`config.mk`:
```
export PLATFORM = sky130hd
export DESIGN_NAME = bit_ser_operand_tx
export DESIGN_NICKNAME = d
export VERILOG_FILES = /design/src/rtl/bit_ser_operand_tx.sv
export SDC_FILE = /design/constraint.sdc
export NUM_CORES = 1
export LEC_CHECK = 0
export ABC_AREA = 1
export ABC_CLOCK_PERIOD_IN_PS = 3400
export CAP_MARGIN = 20
export CORE_ASPECT_RATIO = 0.6
export CORE_UTILIZATION = 55
export DETAILED_ROUTE_END_ITERATION = 10
export PLACE_DENSITY = 0.93
export SLEW_MARGIN = 30
export SYNTH_ARGS = -nofsm -noshare
export SYNTH_HDL_FRONTEND = slang
export SYNTH_SLANG_ARGS = --single-unit
```
`constraint.sdc`:
```
create_clock -name clk -period 3.4 [get_ports clk]
set_input_delay 1.02 -clock clk [delete_from_list [all_inputs] [get_ports clk]]
set_output_delay 1.02 -clock clk [all_outputs]
set_load 0.02 [all_outputs]
```
`src/rtl/bit_ser_operand_tx.sv`:
```
// ---------------------------------------------------------------------------
// bit_ser_operand_tx
// Parallel-to-serial operand transmitter for a bit-serial adder. It accepts
// two WIDTH-bit operands over a valid/ready handshake. It pulses the adder
// clear and shifts both operands out LSB-first. It then appends one zero
// flush bit so that the carry reaches the (WIDTH+1)-bit result. Finally it
// asserts the adder start/hold and pulses done.
//
// Ports:
//   clk          in   system clock, rising edge
//   clr          in   synchronous active-high reset
//   load_valid   in   operands present on op_a/op_b
//   load_ready   out  high only in IDLE (decoded from the state register)
//   op_a, op_b   in   WIDTH-bit operands, captured on acceptance
//   ser_a, ser_b out  serial operand bits, LSB first
//   bit_valid    out  high for every data bit and the flush bit
//   first_bit    out  high with bit 0 only
//   last_bit     out  high with the flush bit only
//   adder_clr_n  out  active-low adder clear, low for CLR_CYCLES cycles
//   adder_set_n  out  active-low adder start/hold, low from DONE until the
//                     next acceptance
//   busy         out  high in CLEAR, SHIFT, FLUSH
//   done         out  one-cycle pulse in DONE
//
// Optional feature (macro BIT_SER_OPERAND_TX_CAPTURE_EN):
//   ser_sum      in   serial sum bit from the adder, sampled every bit cycle
//   sum          out  (WIDTH+1)-bit captured sum, updated at the done edge
// ---------------------------------------------------------------------------
module bit_ser_operand_tx #(
    parameter int unsigned WIDTH      = 8,
    parameter int unsigned CLR_CYCLES = 1
) (
    input  logic             clk,
    input  logic             clr,
    input  logic             load_valid,
    output logic             load_ready,
    input  logic [WIDTH-1:0] op_a,
    input  logic [WIDTH-1:0] op_b,
    output logic             ser_a,
    output logic             ser_b,
    output logic             bit_valid,
    output logic             first_bit,
    output logic             last_bit,
    output logic             adder_clr_n,
    output logic             adder_set_n,
    output logic             busy,
    output logic             done
`ifdef BIT_SER_OPERAND_TX_CAPTURE_EN
    ,
    input  logic             ser_sum,
    output logic [WIDTH:0]   sum
`endif
);

    localparam int unsigned CNT_W = $clog2(WIDTH + 1);
    localparam int unsigned CLR_W = $clog2(CLR_CYCLES + 1);

    typedef enum logic [2:0] {
        S_IDLE,
        S_CLEAR,
        S_SHIFT,
        S_FLUSH,
        S_DONE
    } state_e;

    state_e             state_q;
    logic [CNT_W-1:0]   bit_cnt_q;
    logic [CLR_W-1:0]   clr_cnt_q;
    logic [WIDTH-1:0]   sh_a_q;
    logic [WIDTH-1:0]   sh_b_q;
    logic               ser_a_q;
    logic               ser_b_q;
    logic               bit_valid_q;
    logic               first_bit_q;
    logic               last_bit_q;
    logic               adder_clr_n_q;
    logic               adder_set_n_q;
    logic               busy_q;
    logic               done_q;

    // Outputs are loaded on the edge that enters the cycle they describe,
    // so each state's outputs are valid for the whole of that state's cycle.
    always_ff @(posedge clk) begin
        if (clr) begin
            state_q       <= S_IDLE;
            bit_cnt_q     <= '0;
            clr_cnt_q     <= '0;
            sh_a_q        <= '0;
            sh_b_q        <= '0;
            ser_a_q       <= 1'b0;
            ser_b_q       <= 1'b0;
            bit_valid_q   <= 1'b0;
            first_bit_q   <= 1'b0;
            last_bit_q    <= 1'b0;
            adder_clr_n_q <= 1'b1;
            adder_set_n_q <= 1'b1;
            busy_q        <= 1'b0;
            done_q        <= 1'b0;
        end else begin
            unique case (state_q)
                S_IDLE: begin
                    if (load_valid) begin
                        state_q       <= S_CLEAR;
                        sh_a_q        <= op_a;
                        sh_b_q        <= op_b;
                        clr_cnt_q     <= '0;
                        adder_clr_n_q <= 1'b0;
                        adder_set_n_q <= 1'b1;
                        busy_q        <= 1'b1;
                    end
                end
                S_CLEAR: begin
                    if (clr_cnt_q == CLR_W'(CLR_CYCLES - 1)) begin
                        // Present bit 0 as the clear ends.
                        state_q       <= S_SHIFT;
                        bit_cnt_q     <= '0;
                        ser_a_q       <= sh_a_q[0];
                        ser_b_q       <= sh_b_q[0];
                        sh_a_q        <= {1'b0, sh_a_q[WIDTH-1:1]};
                        sh_b_q        <= {1'b0, sh_b_q[WIDTH-1:1]};
                        bit_valid_q   <= 1'b1;
                        first_bit_q   <= 1'b1;
                        adder_clr_n_q <= 1'b1;
                    end else begin
                        clr_cnt_q <= clr_cnt_q + CLR_W'(1);
                    end
                end
                S_SHIFT: begin
                    first_bit_q <= 1'b0;
                    if (bit_cnt_q == CNT_W'(WIDTH - 1)) begin
                        // Zero flush bit lets the final carry out.
                        state_q    <= S_FLUSH;
                        ser_a_q    <= 1'b0;
                        ser_b_q    <= 1'b0;
                        last_bit_q <= 1'b1;
                    end else begin
                        bit_cnt_q <= bit_cnt_q + CNT_W'(1);
                        ser_a_q   <= sh_a_q[0];
                        ser_b_q   <= sh_b_q[0];
                        sh_a_q    <= {1'b0, sh_a_q[WIDTH-1:1]};
                        sh_b_q    <= {1'b0, sh_b_q[WIDTH-1:1]};
                    end
                end
                S_FLUSH: begin
                    state_q       <= S_DONE;
                    bit_valid_q   <= 1'b0;
                    last_bit_q    <= 1'b0;
                    busy_q        <= 1'b0;
                    done_q        <= 1'b1;
                    adder_set_n_q <= 1'b0;
                end
                S_DONE: begin
                    // adder_set_n stays low so the adder holds its result.
                    state_q <= S_IDLE;
                    done_q  <= 1'b0;
                end
                default: begin
                    state_q <= S_IDLE;
                end
            endcase
        end
    end

    assign load_ready  = (state_q == S_IDLE);
    assign ser_a       = ser_a_q;
    assign ser_b       = ser_b_q;
    assign bit_valid   = bit_valid_q;
    assign first_bit   = first_bit_q;
    assign last_bit    = last_bit_q;
    assign adder_clr_n = adder_clr_n_q;
    assign adder_set_n = adder_set_n_q;
    assign busy        = busy_q;
    assign done        = done_q;

`ifdef BIT_SER_OPERAND_TX_CAPTURE_EN
    logic [WIDTH:0] cap_q;
    logic [WIDTH:0] sum_q;

    // Sum bits arrive LSB-first; shifting in at the MSB leaves the result
    // LSB-aligned after the flush bit.
    always_ff @(posedge clk) begin
        if (clr) begin
            cap_q <= '0;
            sum_q <= '0;
        end else begin
            if (bit_valid_q) begin
                cap_q <= {ser_sum, cap_q[WIDTH:1]};
            end
            if (state_q == S_DONE) begin
                sum_q <= cap_q;
            end
        end
    end

    assign sum = sum_q;
`endif

endmodule

```
==> summary.txt <==
Clock tree
  • Inserted Clock Buffers: 5
  • Post CTS Setup Buffer Count: 0
  • Reg clk slew, reported paths: 0.06 ns
  • CTS tree: built
  • Hold-fix buffers, CTS: 0
  • Clk sink count: 32
  • Cts repair resizes: 0
  • H-tree levels: 2
  • Worst-Skew Late Latency: 0.29 ns
  • Clock root cell: clkbuf_8
  • Clock tree buffer depth: 2

Pwr
  • Peak VDD IR: 0.307 mV
  • Switching share of power: 34.2%
  • P_int: 0.807 mW
  • Pleak: 0.921 nW
  • Gate power share: 31.7%
  • Net switching power figure: 0.420 mW
  • Seq pwr share: 39.1%
  • Power Dens Cells: 632 nW/um^2
  • Clock share of power: 29.2%

Die
  • Die ar.: 3090 sq um
  • IO Count: 29
  • Starting density of the core: 60.4%
  • Core Region: 2610 sq um
  • FP Rows: 14
  • Die X: 71.1 um
  • Die Ht: 43.5 um

Logic synthesis
  • #FFs+latches synth: 32
  • Share of the synthesized area in the top cell type: 40.6%
  • Yosys warnings: 0
  • Seq/Total Area, Yosys: 40.6%
  • Mapped Area: 1580 sq um
  • Syn nets: 257
  • Synth unique cells: 25
  • Gate Count Post-Synth: 237
  • Synth top area cells: dfxtp_1 (41%), nand2_1 (20%), nor2_1 (9.3%)
  • Asr flop ratio synth: 0%
  • Most instantiated library cell after synthesis: nand2_1
  • Number of synthesized flops with an enable pin: 0
  • Syn avg cell area: 6.65 sq um
  • Dominant cell type by area after synthesis: dfxtp_1
  • Synth Flop Type: dfxtp_1
  • Synth top cells by count: nand2_1 (82), nor2_1 (39), dfxtp_1 (32)

Timing
  • Worst-Margin Slew: 0.400 ns
  • Achievable frequency: 0.390 GHz
  • Fin. max-slew vios: 0
  • Fin crit share: 75.4%
  • Rel. slew slack: 73.3%
  • Min cycle time layout: 2.56 ns
  • Skew final: 0.00706 ns
  • RSZ-0062 raised after global routing: no
  • Final hold vios: 0
  • Setup TNS Final: 0 ns
  • Final setup violation count: 0

Global routing
  • Initial antenna violation count: 0
  • Pin count of the biggest net entering global routing: 33
  • First-pass GRT wire length: 5600 um
  • Vias in the first global route: 1,322
  • Overall fraction of global-route tracks in use: 23.7%
  • Gr ovfl total: 0

Status
  • Outcome: completed

Setup path
  • CP Capture Type: primary output
  • Crit path max-delay cell type: clkdlybuf4s50_1
  • CP peak stage delay: 0.59 ns
  • Reg-to-Reg Start: state_q[0]$_SDFFE_PP0P_
  • Buf/Inv on CP: 2
  • Crit-path leading delay family: buffers and inverters
  • Crit. Startpoint: state_q[0]$_SDFFE_PP0P_
  • Crit-path cells: nor2_4 > nand2_1 > inv_1 > clkdlybuf4s50_1
  • Crit path max fanout: 5
  • CP Data Arrival Time: 1.54 ns
  • WP data required: 2.38 ns
  • CP startpoint kind: register
  • Crit Path Class: reg -> out

Place
  • RePlAce Congestion: 0.761
  • Port-buffer cells: 28
  • Placed Cells: 290
  • Dpl hpwl: 2070 um

Routing
  • Via count: 1,485
  • Pre-antenna DRT Iters: 4
  • DRC Markers: 0
  • Antenna-violating nets left: 0
  • DR WL/cell: 10.4 um
  • Drt via density: 4.98
  • Drt initial violations: 147
  • Routed WL: 3110 um

Min path
  • Hold path start: adder_clr_n$_SDFFE_PP1P_
  • Hold Path Class: reg -> reg

Layout
  • # diodes: 0
  • Nets: 285
  • Non-filler instance count after layout: 298
  • Share of layout cells above drive strength 1: 8.65%
  • Area added between synthesis and finish: 23.0%

Job
  • Max-cap violations: 0
[path summary, 6_finish.rpt]
kind | endpoint | cells past startpoint | slack, ns
max | load_ready | 4 | 0.84
min | adder_clr_n$_SDFFE_PP1P_ | 2 | 0.45
max reg2reg | sh_b_q[0]$_SDFFE_PP0P_ | 5 | 1.80
min reg2reg | adder_clr_n$_SDFFE_PP1P_ | 2 | 0.45
[cells in the final DEF, fill, tap and decap left out]
master	count
bufinv_16	1
nand2_1	82
clkinv_1	1
clkinv_2	1
nor2_2	4
o21ai_0	1
nand3_4	2
buf_4	2
inv_2	2
nor2_1	39
clkdlybuf4s50_1	28
or2_2	1
nand3_1	19
a21oi_1	10
nor3_1	1
nand3b_1	1
nand4_1	1
ha_1	1
nand2_4	1
nand2_2	3
o31ai_1	1
inv_1	25
clkbuf_1	1
dfxtp_1	32
clkbuf_8	5
nor2_4	1
[worst reg2reg max path, delay by kind of cell, from the launching register on]
family,cells,cell delay (ns)
flip-flops,1,0.48
AND/OR/NAND/NOR,5,1.01
[cells by family after synthesis]
family                     after synthesis  share of synthesized area (%)
AOI/OAI and AO/OA                       12                           3.97
buffers and inverters                   37                           11.7
DFF                                     32                           40.6
adders and majority gates                1                          0.794
and+or+nand+nor                        155                           42.9
[sequential cells by signal (all words and copies together), names as in the netlist]
name	cells
state_q	3
ser_b	1
busy	1
last_bit	1
ser_a	1
sh_a_q	8
adder_set_n	1
bit_cnt_q	4
first_bit	1
sh_b_q	8
bit_valid	1
done	1
adder_clr_n	1
[final cells by class]
type	count	area [sq um]
fillers	235	671
flip-flops and latches	32	641
clock inverters	2	35.0
repair buffers	30	295
inverters	28	105
multi-input cells	168	751
well taps	32	40.0
clock buffers	6	72.6
[per-layer routing]
layer	vias up	track usage, %	wire (um)
met5	-	0	0
met4	0	8.00	39
met3	5	8.60	200
met2	43	36.0	1290
met1	659	31.6	1580
li1	778	-	-
[power by group through the flow]
stage               Clock, mW  Sequential [mW]  Combinational (mW)
floorplan                   0            0.496               0.307
global placement            0            0.485               0.377
detailed placement          0            0.487               0.386
CTS                     0.361            0.480               0.389
global route            0.382            0.488               0.444
finish                  0.358            0.480               0.389
[per-stage QoR]
stage / hold slack, ns / total power, mW / utilization (%) / setup WS (ns) / area [sq um]
after floorplan: 0.450 / 0.804 / - / 1.68 / 1580
after global placement: 0.434 / 0.863 / 70.2 / 1.07 / 1830
after detailed placement: 0.439 / 0.873 / 70.2 / 1.04 / 1830
after CTS: 0.454 / 1.23 / 74.3 / 0.834 / 1940
after global routing: 0.480 / 1.31 / 74.3 / 0.749 / 1940
final: 0.450 / 1.23 / 74.3 / 0.836 / 1940
No activity file was read; power rests on OpenSTA's default activity.
